<file path="src/rtl/stack_pkg.sv">
// Shared definitions for the stack arbiter: FSM state encoding and operation codes.
package stack_pkg;

  typedef enum logic [1:0] {
    ST_IDLE  = 2'd0,
    ST_ISSUE = 2'd1,
    ST_RESP  = 2'd2
  } state_e;

  localparam logic OP_PUSH = 1'b1;
  localparam logic OP_POP  = 1'b0;

endpackage

</file>
<file path="src/rtl/stack_arbiter_stack.sv">
// Team LIFO stack: Push/Pop sampled on the rising edge, Data_Out holds the
// most recently popped value from the edge after the pop.
module stack_arbiter_stack #(
  parameter int DATA_W = 8,
  parameter int DEPTH  = 4
) (
  input  logic              Clk,
  input  logic              RstN,
  input  logic              Push,
  input  logic              Pop,
  input  logic [DATA_W-1:0] Data_In,
  output logic [DATA_W-1:0] Data_Out,
  output logic              Full,
  output logic              Empty
);

  localparam int AW = $clog2(DEPTH);
  localparam int CW = $clog2(DEPTH + 1);

  logic [DATA_W-1:0] mem_q [DEPTH];
  logic [DATA_W-1:0] mem_d [DEPTH];
  logic [CW-1:0]     count_q, count_d, count_m1;
  logic [DATA_W-1:0] dout_q, dout_d;

  assign Full     = (count_q == CW'(DEPTH));
  assign Empty    = (count_q == '0);
  assign count_m1 = count_q - CW'(1);
  assign Data_Out = dout_q;

  // Illegal strobes (push when full, pop when empty) are ignored here as a backstop.
  always_comb begin
    mem_d   = mem_q;
    count_d = count_q;
    dout_d  = dout_q;
    if (Push && !Full) begin
      mem_d[count_q[AW-1:0]] = Data_In;
      count_d                = count_q + CW'(1);
    end else if (Pop && !Empty) begin
      dout_d  = mem_q[count_m1[AW-1:0]];
      count_d = count_m1;
    end
  end

  always_ff @(posedge Clk or negedge RstN) begin
    if (!RstN) begin
      for (int i = 0; i < DEPTH; i++) mem_q[i] <= '0;
      count_q <= '0;
      dout_q  <= '0;
    end else begin
      mem_q   <= mem_d;
      count_q <= count_d;
      dout_q  <= dout_d;
    end
  end

endmodule

</file>
<file path="src/rtl/stack_arbiter.sv">
// Two-client round-robin front end for the team stack. Each request runs
// IDLE -> ISSUE -> RESP, with a registered one-cycle Ack/Err/Dout response.
module stack_arbiter
  import stack_pkg::*;
#(
  parameter int DATA_W = 8
) (
  input  logic              Clk,
  input  logic              RstN,
  input  logic              Req0,
  input  logic              Op0,
  input  logic [DATA_W-1:0] Din0,
  output logic              Ack0,
  output logic              Err0,
  output logic [DATA_W-1:0] Dout0,
  input  logic              Req1,
  input  logic              Op1,
  input  logic [DATA_W-1:0] Din1,
  output logic              Ack1,
  output logic              Err1,
  output logic [DATA_W-1:0] Dout1,
  output logic              Full,
  output logic              Empty
);

  // Handshake: a client holds Req high until it sees its one-cycle Ack;
  // Err/Dout are meaningful only while that Ack is high.
  state_e            state_q, state_d;
  logic              id_q, id_d;
  logic              op_q, op_d;
  logic [DATA_W-1:0] din_q, din_d;
  logic              err_q, err_d;
  logic              last_q, last_d;
  logic              ack0_q, ack0_d, ack1_q, ack1_d;
  logic              err0_q, err0_d, err1_q, err1_d;
  logic [DATA_W-1:0] dout0_q, dout0_d, dout1_q, dout1_d;
  logic              push, pop;
  logic [DATA_W-1:0] data_in, data_out;
  logic              req0_eff, req1_eff, pick;

  stack_arbiter_stack #(.DATA_W(DATA_W)) u_stack (
    .Clk      (Clk),
    .RstN     (RstN),
    .Push     (push),
    .Pop      (pop),
    .Data_In  (data_in),
    .Data_Out (data_out),
    .Full     (Full),
    .Empty    (Empty)
  );

  // A client still showing its Ack has not yet had the chance to drop Req.
  assign req0_eff = Req0 && !ack0_q;
  assign req1_eff = Req1 && !ack1_q;
  assign pick     = (req0_eff && req1_eff) ? !last_q : req1_eff;
  assign data_in  = din_q;

  always_comb begin
    state_d = state_q;
    id_d    = id_q;
    op_d    = op_q;
    din_d   = din_q;
    err_d   = err_q;
    last_d  = last_q;
    ack0_d  = 1'b0;
    ack1_d  = 1'b0;
    err0_d  = 1'b0;
    err1_d  = 1'b0;
    dout0_d = '0;
    dout1_d = '0;
    push    = 1'b0;
    pop     = 1'b0;
    unique case (state_q)
      ST_IDLE: begin
        if (req0_eff || req1_eff) begin
          id_d    = pick;
          op_d    = pick ? Op1 : Op0;
          din_d   = pick ? Din1 : Din0;
          state_d = ST_ISSUE;
        end
      end
      ST_ISSUE: begin
        err_d   = (op_q == OP_PUSH) ? Full : Empty;
        push    = (op_q == OP_PUSH) && !Full;
        pop     = (op_q == OP_POP) && !Empty;
        state_d = ST_RESP;
      end
      ST_RESP: begin
        if (id_q) begin
          ack1_d  = 1'b1;
          err1_d  = err_q;
          dout1_d = (op_q == OP_POP && !err_q) ? data_out : '0;
        end else begin
          ack0_d  = 1'b1;
          err0_d  = err_q;
          dout0_d = (op_q == OP_POP && !err_q) ? data_out : '0;
        end
        last_d  = id_q;
        state_d = ST_IDLE;
      end
      default: state_d = ST_IDLE;
    endcase
  end

  always_ff @(posedge Clk or negedge RstN) begin
    if (!RstN) begin
      state_q <= ST_IDLE;
      id_q    <= 1'b0;
      op_q    <= OP_POP;
      din_q   <= '0;
      err_q   <= 1'b0;
      last_q  <= 1'b1;
      ack0_q  <= 1'b0;
      ack1_q  <= 1'b0;
      err0_q  <= 1'b0;
      err1_q  <= 1'b0;
      dout0_q <= '0;
      dout1_q <= '0;
    end else begin
      state_q <= state_d;
      id_q    <= id_d;
      op_q    <= op_d;
      din_q   <= din_d;
      err_q   <= err_d;
      last_q  <= last_d;
      ack0_q  <= ack0_d;
      ack1_q  <= ack1_d;
      err0_q  <= err0_d;
      err1_q  <= err1_d;
      dout0_q <= dout0_d;
      dout1_q <= dout1_d;
    end
  end

  assign Ack0  = ack0_q;
  assign Ack1  = ack1_q;
  assign Err0  = err0_q;
  assign Err1  = err1_q;
  assign Dout0 = dout0_q;
  assign Dout1 = dout1_q;

endmodule
</file>
<file path="config.mk">
export PLATFORM = sky130hd
export DESIGN_NAME = stack_arbiter
export DESIGN_NICKNAME = d
export VERILOG_FILES = /design/src/rtl/stack_pkg.sv /design/src/rtl/stack_arbiter_stack.sv /design/src/rtl/stack_arbiter.sv
export SDC_FILE = /design/constraint.sdc
export NUM_CORES = 1
export LEC_CHECK = 0
export ABC_CLOCK_PERIOD_IN_PS = 6350
export BUFFER_PORTS_ARGS = -buffer_cell sky130_fd_sc_hd__buf_2
export CORE_ASPECT_RATIO = 1.2
export CORE_UTILIZATION = 60
export DETAILED_ROUTE_END_ITERATION = 8
export PLACE_DENSITY = 0.83
export SYNTH_ARGS = -nofsm -noshare
export SYNTH_HDL_FRONTEND = slang
export SYNTH_SLANG_ARGS = --single-unit
</file>
<file path="constraint.sdc">
create_clock -name Clk -period 6.35 [get_ports Clk]
set_clock_uncertainty 0.15 [all_clocks]
set_input_delay 0.635 -clock Clk [delete_from_list [all_inputs] [get_ports Clk]]
set_output_delay 0.635 -clock Clk [all_outputs]
set_load 0.02 [all_outputs]
</file>
Word-level counts from Yosys, hierarchy flattened --
Index checks and enable logic that the tools add are counted.
Word-level totals: register bits after elaboration 77, input bits 22, output and inout port bits 22, word-level logic and storage cells 81
Operators by class: $add $sub $neg 2, order comparisons 3, equal/unequal tests 4, multiplexer cells 29, bitwise gates (word level) 4, reductions and logical operators 21
Operators by type and width (number):
- 8-bit 2-to-1 mux | 9
- 32-bit bitwise mux | 1
- 8-bit binary-select mux with 2-bit select | 1
- 8-bit demux with 2-bit select | 1
- 1-bit 2-to-1 mux | 13
- 1-bit logical AND | 9
- 3-bit greater-or-equal comparator (second input constant) | 2
- 1-bit logical NOT | 6
- 3-bit 2-to-1 mux | 2
- 2-bit inverter with 3-bit output | 2
- 2-bit one-hot mux with 2 select lines | 1
- 2-bit AND reduction | 2
- 3-bit by 1-bit adder with 3-bit output (second input constant) | 1
- 3-bit equality test (second input constant) | 1
- 3-bit logical NOT | 1
- 3-bit by 1-bit < comparator with 1-bit output (second input constant) | 1
- 3-bit by 1-bit subtractor with 3-bit output (second input constant) | 1
- 2-bit by 1-bit equality test with 1-bit output (second input constant) | 1
- 2-bit equality test (second input constant) | 1
- 2-bit logical NOT | 1
- 2-bit 2-to-1 mux | 1
- 2-bit != test (second input constant) | 1
- 1-bit inverter | 2
- 2-bit nonzero test | 1
- 1-bit logical OR | 1

Logic depth before layout (Yosys ltp) --
depth after elaboration 7, gate-level depth with buffers 8

Cells and area by module --
From an unflattened synthesis, not the netlist that was laid out.
Unflattened totals: cell total of the unflattened synthesis 236, area, all modules 3348.2 um^2
By module, submodules not included:
- stack_arbiter_stack | times used 1, cells each 132, area an instance 1990.7 um^2
- stack_arbiter | times used 1, cells each 104, area an instance 1357.6 um^2

Worst setup path after synthesis --
OpenSTA, ideal clock, no wires.
kind register to register, start point register u_stack.count_q[0], end point register u_stack.dout_q[0], in the netlist u_stack.Data_Out[0], setup time 0.125 ns, arrival time 2.016 ns, data required time 6.075 ns, path slack 4.059 ns, cell stages (with the launch flop) 8, path buffers 2, cell sequence dfrtp_1 > buf_2 > inv_1 > ha_1 > nor2b_2 > or3_1 > buf_6 > mux2_4
Between the ends: elaborated cells on any way between the ends 17
RTL lines:
- from (decl) | RTL line stack_arbiter_stack.sv:22 | logic [CW-1:0] count_q, count_d, count_m1;
- from (signal assigned) | RTL line stack_arbiter_stack.sv:51 | count_q <= count_d;
- 3-bit logical NOT (*) | RTL line stack_arbiter_stack.sv:26 | assign Empty = (count_q == '0);
- via Empty | RTL line stack_arbiter.sv:23 | output logic Empty
- 1-bit logical NOT (*) | RTL line stack_arbiter_stack.sv:38, stack_arbiter.sv:85
- 1-bit logical AND | RTL line stack_arbiter.sv:85 | pop = (op_q == OP_POP) && !Empty;
- 1-bit 2-to-1 mux | RTL line stack_arbiter.sv:73 | unique case (state_q)
- 1-bit logical AND (*) | RTL line stack_arbiter_stack.sv:38 | end else if (Pop && !Empty) begin
- 2-bit AND reduction (no source line) (*)
- to (signal assigned) | RTL line stack_arbiter_stack.sv:52 | dout_q <= dout_d;
- to (decl) | RTL line stack_arbiter_stack.sv:23 | logic [DATA_W-1:0] dout_q, dout_d;
The timed path passes the listed nets; every way through them passes the cells marked *. The select of a mux whose other input is x is not followed. A chain may end at the register's enable or synchronous reset.

Final worst setup path --
start point register u_stack.count_q[0], end point output port Empty
Between the ends: word-level cells in the longest chain between the ends 1
Ends and longest elaborated chain (RTL line):
- 3-bit logical NOT | stack_arbiter_stack.sv:26
- to (decl) | stack_arbiter.sv:23
Every way passes these cells.

==> results_dict.tcl <==
set metrics [dict create \
    syn_nets 256 \
    dr.pass1.iters 4 \
    yosys-mux-area-fraction_pct 22.97 \
    ir_drop_mv 0.2357 \
    fin_crit_sh_pct 42.69 \
    drt_iter0_markers 78 \
    finalPower_mw 1.791 \
    leakage_nw 1.850 \
    worstHoldPathType "flop to flop" \
    ys_seq_elements 77 \
    synth.yosys.seq_area_share_pct 59.00 \
    cpMaxStageDelayCell "dfrtp_1" \
    place_hpwl_microns 3323 \
    ff2ff_path_depth 5 \
    wl_per_cell_microns 14.40 \
    synth_cells 229 \
    cts_made_buffers 9 \
    place_congestion 0.7664 \
    numClockSinks 77 \
    synth_compound_area_share_pct 3.331 \
    grt_max_degree 78 \
    synth_top_cells_by_count "76 x dfrtp_1, 32 x mux2_2, 18 x and2_1, 11 x nor2_1, 10 x a21oi_1" \
    cp_cell_sequence "inv_1 > ha_1 > nor2b_2 > buf_2" \
    clk_path_buf_depth 2 \
    postCtsHoldBufs 0 \
    rrSetupSlack_ns 3.70 \
    synth_top_area_share_pct 58.19 \
    drv_slew 0 \
    routed_wl_microns 4968 \
    netlist_area_sq_mm 0.003268 \
    cap_violations 0 \
    initial_core_util_pct 62.12 \
    synthSimpleGateAreaFrac_pct 9.648 \
    crit_family "flip-flops" \
    numPortBuffers 43 \
    post_cts_resized 0 \
    die-area_sq_mm 0.005747 \
    antenna_found_initial 0 \
    r2r-end "u_stack.Data_Out[2]" \
    n_antenna_cell 0 \
    worst_pin_slew_ns 0.9167 \
    dr_total_vias 1861 \
    overflow 0 \
    path_clk_slew_ns 0.07 \
    timing.rr.start "u_stack.count_q[0]" \
    synth_top_family_by_area "multiplexers" \
    relSlewSlack_pct 38.89 \
    worst-path-buf-inv 2 \
    holdPathEnd "last_q" \
    synth_ff_type "dfrtp_1" \
    synth_area_leaders "dfrtp_1 58%, mux2_2 11%, mux4_2 5.5%" \
    viasPerCell 5.394 \
    die_h_microns 82.85 \
    cp_data_required_time_ns 5.56 \
    crit_cells 4 \
    antenna_left 0 \
    drc_errors 0 \
    rows 29 \
    clk_latency_ns 0.34 \
    synth_edf_count 0 \
    grt_pass1_vias 1902 \
    postSynthAreaPerCell_sq_um 14.27 \
    whs_path_depth 2 \
    synthAdderAreaFrac_pct 1.914 \
    dieWidth_microns 69.37 \
    synthDistinctLibCells 38 \
    post_cts_buffers 0 \
    fin_nets 306 \
    max_freq_mhz 368.9 \
    crit_fanout 12 \
    min_from "last_q" \
    root_buffer "clkbuf_8" \
    drive_gt1_share_pct 42.76 \
    htree_levels 3 \
    cts_tree "yes" \
    ios 44 \
    max_stage_delay_ns 0.74 \
    yosysWarnings 0 \
    rsz0062_at_grt "no" \
    synth-xor-area-share_pct 1.072 \
    synth_async_sr_flop_share_pct 100.0 \
    yosysTopAreaCell "dfrtp_1" \
    status "complete, no violations" \
    grt_pass1_wl_microns 8611 \
    cp.arrival_ns 1.93 \
    hold_viol 0 \
    area_growth_pct 13.71 \
    gr-usage-all-layers_pct 19.69 \
    yosysMostFrequentCell "dfrtp_1" \
    endpoint_kind "output port" \
    coreArea_sq_mm 0.005261 \
    period_needed_ns 2.711 \
    setup_violations 0 \
    criticalPathCategory "flop to output port" \
    critPathLaunchType "flop" \
    setup-tns-final_ns 0 \
    powerDensity_mw_per_mm2 482.1 \
]
==> tightest hold or removal path, stage by stage (launching register included) <==
cell,delay [ns]
dfstp_2,0.37
nand2_1,0.05
nand2_1,0.05
==> how the worst max path moves through the flow <==
stage | end | from
final | Empty | u_stack.count_q[0]
after CTS | Empty | u_stack.count_q[0]
after global routing | Empty | u_stack.count_q[0]
after global placement | u_stack.Data_Out[7] | u_stack.count_q[0]
after detailed placement | u_stack.Data_Out[2] | u_stack.count_q[0]
after floorplan | u_stack.Data_Out[0] | u_stack.count_q[0]
==> sequential cells by signal, summed over array words and instances, names as in the netlist <==
| signal | flops |
|---|---|
| u_stack.mem_q | 32 |
| Err1 | 1 |
| Dout0 | 8 |
| op_q | 1 |
| data_in | 8 |
| u_stack.Data_Out | 8 |
| Ack1 | 1 |
| id_q | 1 |
| err_q | 1 |
| state_q | 2 |
| u_stack.count_q | 3 |
| Ack0 | 1 |
| last_q | 1 |
| Err0 | 1 |
| Dout1 | 8 |
==> per-stage QoR <==
step / worst slack [ns] / hold WS, ns / instances / util [%] / cell area, sq um
6_report: 3.639 / 0.3135 / 345 / 70.63 / 3716
5_1_grt: 3.486 / 0.3441 / 345 / 70.63 / 3716
4_1_cts: 3.593 / 0.3135 / 345 / 70.63 / 3716
3_5_place_dp: 3.685 / 0.2997 / 330 / 67.49 / 3551
3_3_place_gp: 3.734 / 0.2956 / 330 / 67.49 / 3551
2_1_floorplan: 4.059 / 0.1894 / 229 / - / 3268
==> power breakdown <==
| group | internal (mW) | switching [mW] | leakage (nW) | total, mW |
|---|---|---|---|---|
| clock network | 0.147 | 0.163 | 0.0877 | 0.310 |
| logic | 0.361 | 0.274 | 0.814 | 0.635 |
| registers | 0.689 | 0.158 | 0.948 | 0.847 |
| total | 1.20 | 0.594 | 1.85 | 1.79 |
==> area by class of cell <==
type / count / area (sq um)
Clock buffer: 10 / 137.6
Fill cell: 381 / 1545
Sequential cell: 77 / 1928
Multi-Input combinational cell: 137 / 1277
Timing Repair Buffer: 46 / 237.7
Tap cell: 62 / 77.57
Clock inverter: 5 / 27.53
Inverter: 8 / 30.03
==> cell families (layout without fill, tap and decap cells) <==
family,count (synthesis),after routing
flip-flops,77,77
multiplexers,57,57
AO/OA/AOI/OAI,18,18
adder cells (fa/ha/maj),5,5
AND/OR/NAND/NOR,53,53
XOR/XNOR,4,4
buffers and inverters,15,69
==> placed cells by master (no fill, tap or decap), types with 2 or more instances in the layout <==
master and count:
inv_1 7, xnor2_1 2, clkinv_2 4, buf_4 3, mux2_2 32, nor2_1 11, mux2i_1 9, a21oi_1 10
clkbuf_8 10, nand2_4 2, xor2_1 2, dfrtp_1 76, mux4_2 8, and2_1 18, mux2_4 8, ha_1 5
buf_2 43, nand2b_1 4, nand2_1 8
==> layer usage <==
layer	track usage, %	up-vias	wire (microns)
met5	0	-	0
met4	11.13	0	92
met3	4.005	9	135
met2	32.92	44	2508
met1	23.70	916	2232
li1	-	892	-
(Power assumes the default switching activity.)
